$ cat src/rtl/scan_sel_ctrl.sv
// scan_sel_ctrl: select/enable sequencer for a 3-to-8 decoder.
// Scans a latched channel mask with a programmable dwell and a blanking gap.
module scan_sel_ctrl #(
    parameter int DWELL_W      = 8,
    parameter int BLANK_CYCLES = 2
) (
    input  logic               clk,
    input  logic               rst,
    input  logic               start,
    input  logic               stop,
    input  logic               mode,
    input  logic [7:0]         ch_mask,
    input  logic [DWELL_W-1:0] dwell,
    output logic [2:0]         sel,
    output logic               en,
    output logic               busy,
    output logic               sweep_done
);
    localparam int BW = BLANK_CYCLES > 1 ? $clog2(BLANK_CYCLES) : 1;

    typedef enum logic [1:0] {IDLE, DRIVE, BLANK} state_t;

    state_t             state, state_n;
    logic [2:0]         sel_n;
    logic [DWELL_W-1:0] dcnt, dcnt_n, dwell_q, dwell_n;
    logic [BW-1:0]      bcnt, bcnt_n;
    logic [7:0]         mask_q, mask_n;
    logic               mode_q, mode_n, done_n, adv;

    function automatic logic [2:0] lowest(input logic [7:0] m);
        lowest = 3'd0;
        for (int i = 7; i >= 0; i--)
            if (m[i]) lowest = 3'(i);
    endfunction

    function automatic logic [2:0] above(input logic [7:0] m, input logic [2:0] s);
        above = lowest(m);
        for (int i = 7; i >= 0; i--)
            if (m[i] && i > int'(s)) above = 3'(i);
    endfunction

    function automatic logic last(input logic [7:0] m, input logic [2:0] s);
        last = ((m >> s) >> 1) == 8'd0;
    endfunction

    always_comb begin
        state_n = state;
        sel_n   = sel;
        dcnt_n  = dcnt;
        bcnt_n  = bcnt;
        mask_n  = mask_q;
        dwell_n = dwell_q;
        mode_n  = mode_q;
        adv     = 1'b0;
        case (state)
            IDLE: if (start && !stop && ch_mask != 8'd0) begin
                state_n = DRIVE;
                mask_n  = ch_mask;
                dwell_n = dwell == '0 ? DWELL_W'(1) : dwell;
                mode_n  = mode;
                sel_n   = lowest(ch_mask);
                dcnt_n  = dwell_n - DWELL_W'(1);
            end
            DRIVE: if (dcnt != '0) dcnt_n = dcnt - DWELL_W'(1);
                   else if (BLANK_CYCLES == 0) adv = 1'b1;
                   else begin
                       state_n = BLANK;
                       bcnt_n  = BW'(BLANK_CYCLES - 1);
                   end
            BLANK: if (bcnt != '0) bcnt_n = bcnt - BW'(1);
                   else adv = 1'b1;
            default: state_n = IDLE;
        endcase
        if (adv) begin
            if (last(mask_q, sel) && mode_q) state_n = IDLE;
            else begin
                state_n = DRIVE;
                sel_n   = above(mask_q, sel);
                dcnt_n  = dwell_q - DWELL_W'(1);
            end
        end
        // stop outranks both a pending start and a coincident end-of-sweep
        if (stop && state != IDLE) begin
            state_n = IDLE;
            sel_n   = sel;
        end
        done_n = state_n == BLANK ? (bcnt_n == '0 && last(mask_n, sel_n))
               : (BLANK_CYCLES == 0 && state_n == DRIVE && dcnt_n == '0 && last(mask_n, sel_n));
    end

    always_ff @(posedge clk or posedge rst)
        if (rst) begin
            state      <= IDLE;
            sel        <= 3'd0;
            en         <= 1'b0;
            busy       <= 1'b0;
            sweep_done <= 1'b0;
            dcnt       <= '0;
            bcnt       <= '0;
            mask_q     <= 8'd0;
            dwell_q    <= '0;
            mode_q     <= 1'b0;
        end else begin
            state      <= state_n;
            sel        <= sel_n;
            en         <= state_n == DRIVE;
            busy       <= state_n != IDLE;
            sweep_done <= done_n;
            dcnt       <= dcnt_n;
            bcnt       <= bcnt_n;
            mask_q     <= mask_n;
            dwell_q    <= dwell_n;
            mode_q     <= mode_n;
        end
endmodule

$ cat config.mk
export PLATFORM = sky130hd
export DESIGN_NAME = scan_sel_ctrl
export DESIGN_NICKNAME = d
export VERILOG_FILES = /design/src/rtl/scan_sel_ctrl.sv
export SDC_FILE = /design/constraint.sdc
export NUM_CORES = 1
export LEC_CHECK = 0
export ABC_AREA = 1
export CORE_MARGIN = 4
export CORE_UTILIZATION = 45
export CTS_BUF_LIST = sky130_fd_sc_hd__clkbuf_4 sky130_fd_sc_hd__clkbuf_8 sky130_fd_sc_hd__clkbuf_16
export DETAILED_ROUTE_END_ITERATION = 12
export GPL_TIMING_DRIVEN = 0
export PLACE_DENSITY = 0.68
export SYNTH_ARGS = -nofsm -noshare
export SYNTH_HDL_FRONTEND = slang
export SYNTH_SLANG_ARGS = --single-unit
export TNS_END_PERCENT = 20
$ cat constraint.sdc
create_clock -name clk -period 5.3 [get_ports clk]
set_input_delay 0.53 -clock clk [delete_from_list [all_inputs] [get_ports clk]]
set_output_delay 0.53 -clock clk [all_outputs]
set_load 0.05 [all_outputs]
==> out/metrics.yaml, run 1 <==
status: "finished, final reports clean"
cts_tree: "built"
die_area_mm2: 0.00661
fp.dieW_um: 81.3
critPathMostFrequentCell: "nand2_1"
final_cell_mix: "nand2_1 (96), inv_1 (52), nor2_1 (34), dfrtp_1 (34), clkdlybuf4s50_1 (26)"
hold_path.startpoint: "dwell_q[0]"
crit_type: "in2reg"
cts_buffer_depth: 2
maxSlewHeadroom: 0.506
min_period_over_period: 0.451
fmax_ghz: 0.419
crit_fanout: 4
synthFlopType: "dfrtp_1"
globalplace.congestion: 0.898
power.density_mw_per_mm2: 542
crit_path_end_kind: "register"
cts-root-buf: "clkbuf_8"
yosysSeqAreaShare: 0.352
synth-edff-count: 0
min_path_cells: 1
antenna_found_initial: 0
insertion_delay_ps: 290
cts-resized-gates: 0
cts_buffers: 5
grt_start_max_net_pins: 35
crit_arrival_ps: 2550
r2r_start: "state[0]"
grtUsageTotal: 0.191
slowest_delay_ps: 480
p_leak_nw: 1.43
diodes: 0
worstPathRequired_ps: 5460
grt_pass1_wl_mm: 9.60
antenna_left: 0
peakVddDrop_mv: 0.221
routed_wl_mm: 5.78
drt-initial-drc-count: 133
grtUsageMet3: 0.0333
setup_violations: 0
finalSetupTns_ps: 0
wire_per_inst_um: 12.9
grt_pass1_vias: 2102
fillCellCount: 517
netlist_area_mm2: 0.00242
die_h_um: 81.3
grt_use_met1: 0.239
hold_violations: 0
firstDrtPassIters: 4
synth.distinct_cells: 39
multi_input_area_mm2: 0.00129
core_mm2: 0.00517
drcViolationCount: 0
regArea_um2: 851
skew_ps: 5.93
ys_ff_latch: 34
syn_area_per_cell_um2: 6.95
r2r_slack_ps: 3250
maxCapViolations: 0
vias: 2239
rsz0062_at_grt: "no"
cp-start-kind: "primary input"
clk_pin_slew_ps: 70
drive_gt1_frac: 0.0816
worstPathCellList: "clkdlybuf4s50_1, nor2_1, inv_1, nor3_1, nand2_1, nand2_1, inv_1, ha_1, nand2_1, xor2_1, o22ai_1, a211oi_1, a31oi_1"
hold_path.class: "reg2reg"
reg2regPathDepth: 9
start_util: 0.468
drv_slew: 0
synth.net_count: 377
syn2layout_area_growth_pct: 17.8
netlist.area_leader.share: 0.352
synth_top_cell_by_area: "dfrtp_1"
cpMaxStageDelayCell: "clkdlybuf4s50_1"
busiest_layer: "met2"
finalNonFillerCells: 450
hpwlAfterDp_mm: 4.55
hold_end: "dcnt[0]"
synthCells: 348
tightest_slew_ps: 740
fin_crit_ps: 2390
gr-usage-met2: 0.322
r2r-end: "sweep_done"
htree_levels: 2
grt_overflow: 0
mostFrequentLayoutCell: "nand2_1"
std_cell_rows: 26
cts.sinks: 34
nets: 410
fin_util: 0.551
boundaryPins: 27
port-buffer-count: 26
ys_warn_count: 0
placed_cells: 444
post_cts_buffers: 0
vias_per_cell: 4.98
synth-async-reset-ratio: 1.00
hold_buffers: 0
synthTopCellsByArea: "dfrtp_1 (35%), nand2_1 (15%), inv_1 (8.2%)"
## stage by stage
stage	power [mW]	cell area, µm²	hold WS, ps	worst slack, ps
floorplan	1.14	2420	420	3340
global placement	1.34	2770	438	2670
detailed placement	1.36	2770	447	2610
CTS	1.55	2850	457	2900
global route	1.69	2850	484	2680
finish	1.55	2850	451	2910
## critical path: cells and delay by family
family                     cells  cell delay [ps]
buffers and inverters          3              590
and+or+nand+nor                5              640
adders and majority gates      1              230
AOI/OAI and AO/OA              3              380
xor gates and xnor gates       1              180
## registers in the layout (all words and copies together) (netlist names), named ones only
signal,count
busy,1
sel,3
dwell_q,8
sweep_done,1
state,2
dcnt,8
mask_q,7
en,1
mode_q,1
bcnt,1
## cell families (layout without fill, tap and decap cells)
| kind of cell | count (synthesis) | in the layout | share of synthesized area |
|---|---|---|---|
| buf+inv | 66 | 98 | 0.113 |
| simple gates | 165 | 165 | 0.291 |
| compound gates | 60 | 60 | 0.148 |
| mux | 1 | 1 | 0.00414 |
| flops | 34 | 34 | 0.352 |
| xor+xnor | 14 | 14 | 0.0507 |
| fa+ha+maj | 8 | 8 | 0.0414 |
## layout make-up
cell class	instances	area share
multi-input cells	248	0.455
plain buffers	7	0.0180
flip-flops and latches	34	0.299
inverters	59	0.0777
clock buffers	6	0.0290
repair buffers	26	0.0913
well taps	70	0.0307
## synthesized netlist by cell type, types with 2 or more instances
cell	count
a211oi_1	4
a21oi_1	16
a31oi_1	3
buf_2	2
buf_4	2
buf_6	2
dfrtp_1	34
ha_1	8
inv_1	53
inv_2	5
nand2_1	96
nand2_2	2
nand3_1	16
nor2_1	34
nor2_2	4
nor3_1	5
o211ai_1	4
o21ai_0	18
o21ai_1	4
o22ai_1	5
xnor2_1	4
xor2_1	10
## metal layers
metal	up-vias	routed length (µm)
met5	-	0
met4	0	129
met3	11	267
met2	49	2770
met1	1014	2620
li1	1165	-
## worst max-delay path by stage
stage,from,to,slack (ps),depth (start not counted)
after floorplan,sel[2],sweep_done,3340,14
after global placement,dwell[3],dcnt[4],2670,13
after detailed placement,dwell[3],dcnt[4],2610,13
after CTS,dwell[3],dcnt[4],2900,13
after global routing,dwell[3],dcnt[6],2680,13
final,dwell[3],dcnt[4],2910,13
## report_power, final
group	total (mW)	leakage [nW]	internal [mW]	switching, mW
Clock	0.193	0.0431	0.100	0.0926
Combinational	0.866	0.969	0.324	0.542
Sequential	0.487	0.417	0.380	0.107
Power figures use the tool's default switching activity.
==> run 2, diff against run 1 <==
- clock period: 5.3 -> 2.25 ns (I/O delays scaled with it)
==> run 2 against run 1 <==
  * Combinational power grew 140%
  * Critical endpoint is now sweep_done
  * First-iteration DRC count grew 23%
  * Critical path type is now reg2reg
  * Via count grew 0.31%
  * Clock skew shrank 1.3 ps
  * Sequential power grew 140%
  * Flip-flop and latch count is the same
  * Setup slack lost 2700 ps
  * Die area is the same
  * Global-route usage is the same
  * Non-clock buffer count is the same
  * Clock-buffer cell count is the same
==> out/metrics.yaml, run 2 (synthesis gave the netlist of run 1 again) <==
antenna_found_initial: 0
routed_wl_mm: 5.81
clk_pin_slew_ps: 70
fp.dieW_um: 81.3
critPathLaunch: "state[0]"
fmax_ghz: 0.487
combPwrFrac: 0.560
cts-root-buf: "clkbuf_8"
final_cell_mix: "nand2_1 (96), inv_1 (52), nor2_1 (34), dfrtp_1 (34), clkdlybuf4s50_1 (26)"
hold_buffers: 0
swShare: 0.480
clkPwrFrac: 0.124
post_cts_buffers: 0
die_h_um: 81.3
place_area_mm2: 0.00277
status: "finished, final reports clean"
hold_path.class: "in2async"
fin_crit_ps: 2050
drv_slew: 0
std_cell_rows: 26
top_regs: "dcnt x8, dwell_q x8, mask_q x7"
core_mm2: 0.00517
cpMaxStageDelayCell: "dfrtp_1"
finalNonFillerCells: 450
drive_gt1_frac: 0.0842
firstDrtPassIters: 4
crit_fanout: 6
maxCapViolations: 0
port-buffer-count: 26
vias: 2246
antenna_left: 0
hold_violations: 0
cts_tree: "built"
preCtsSetupSlack_ps: -139
r2r_start: "state[0]"
peakVddDrop_mv: 0.520
hpwlAfterDp_mm: 4.55
crit_arrival_ps: 2270
grt_start_max_net_pins: 35
grt_overflow: 0
crit_path_end_kind: "register"
seq_power_share: 0.315
p_total_mw: 3.64
htree_levels: 2
grtUsageTotal: 0.191
cts_buffers: 5
slowest_delay_ps: 390
placed_cells: 444
setup_violations: 0
maxSlewHeadroom: 0.505
die_area_mm2: 0.00661
rsz0062_at_grt: "no"
diodes: 0
wire_per_inst_um: 12.9
globalplace.congestion: 0.898
setup_slack_ps: 196
boundaryPins: 27
worstPathCellList: "inv_1, ha_1, nor2_1, inv_1, nand2_2, o21ai_4, a21oi_1, nand2_1, a21oi_2"
tightest_slew_ps: 742
nets: 410
reg2regPathDepth: 9
final_cell_area_mm2: 0.00285
min_period_over_period: 0.913
power.density_mw_per_mm2: 1280
drt-initial-drc-count: 163
grt_pass1_wl_mm: 9.60
mostFrequentLayoutCell: "nand2_1"
cp-start-kind: "register"
switching_power_mw: 1.75
fin_util: 0.552
p_int_mw: 1.89
vias_per_cell: 4.99
grt_pass1_vias: 2102
critPathMostFrequentCell: "inv_1"
cts_buffer_depth: 2
syn2layout_area_growth_pct: 18.0
crit_type: "reg2reg"
worstPathRequired_ps: 2460
skew_ps: 4.60
drcViolationCount: 0
cts.sinks: 34
p_leak_nw: 1.43
insertion_delay_ps: 290
start_util: 0.468
run 2: layer usage:
layer	up-vias	track usage	wire length (µm)
met5	-	0	0
li1	1163	-	-
met2	47	0.322	2800
met4	0	0.0811	129
met1	1025	0.239	2610
met3	11	0.0333	264
run 2: power by group through the flow:
stage | clock, mW | combinational (mW) | sequential [mW]
3_3_place_gp | 0 | 2.01 | 1.16
3_5_place_dp | 0 | 2.03 | 1.16
5_1_grt | 0.488 | 2.31 | 1.19
4_1_cts | 0.460 | 2.05 | 1.15
2_1_floorplan | 0 | 1.43 | 1.24
6_report | 0.453 | 2.04 | 1.15
run 2: repair_timing:
item / 4_1_cts / 5_1_grt
setup endpoints to repair: 0 / 2
gates resized for setup: 0 / 1
endpoints found under the hold margin: 0 / 0
run 2: metrics by stage:
| step | setup TNS [ps] | hold WS [ps] |
|---|---|---|
| after floorplan | 0 | 335 |
| after global placement | -111 | 438 |
| after detailed placement | -227 | 447 |
| after CTS | 0 | 457 |
| after global routing | 0 | 446 |
| final | 0 | 383 |
run 2: worst max-delay path: cells and delay by family, from the launching register on:
family                   cells  cell delay, ps
AO/OA/AOI/OAI                3             400
buffers and inverters        2             290
adder cells (fa/ha/maj)      1             290
AND/OR/NAND/NOR              3             600
flip-flops                   1             390
run 2: area by class of cell:
| type | count | area (µm²) |
|---|---|---|
| Buffer | 7 | 51.3 |
| Clock buffer | 6 | 82.6 |
| Fill cell | 517 | 2320 |
| Inverter | 59 | 221 |
| Multi-Input combinational cell | 248 | 1300 |
| Sequential cell | 34 | 851 |
| Tap cell | 70 | 87.6 |
| Timing Repair Buffer | 26 | 260 |
run 2: path summary, 6_finish.rpt:
kind,endpoint,slack [ps]
hold reg to reg,dcnt[0],450
min in group clk,dcnt[0],450
max in group asynchronous,state[1],1390
setup / recovery,sweep_done,200
hold / removal,mask_q[1],380
setup reg to reg,sweep_done,200
==> run 3, diff against run 2 <==
- TNS_END_PERCENT: 20 -> not set
==> results of run 3 <==
Same layout as run 2: the final DEF is identical, and so are final timing and power.
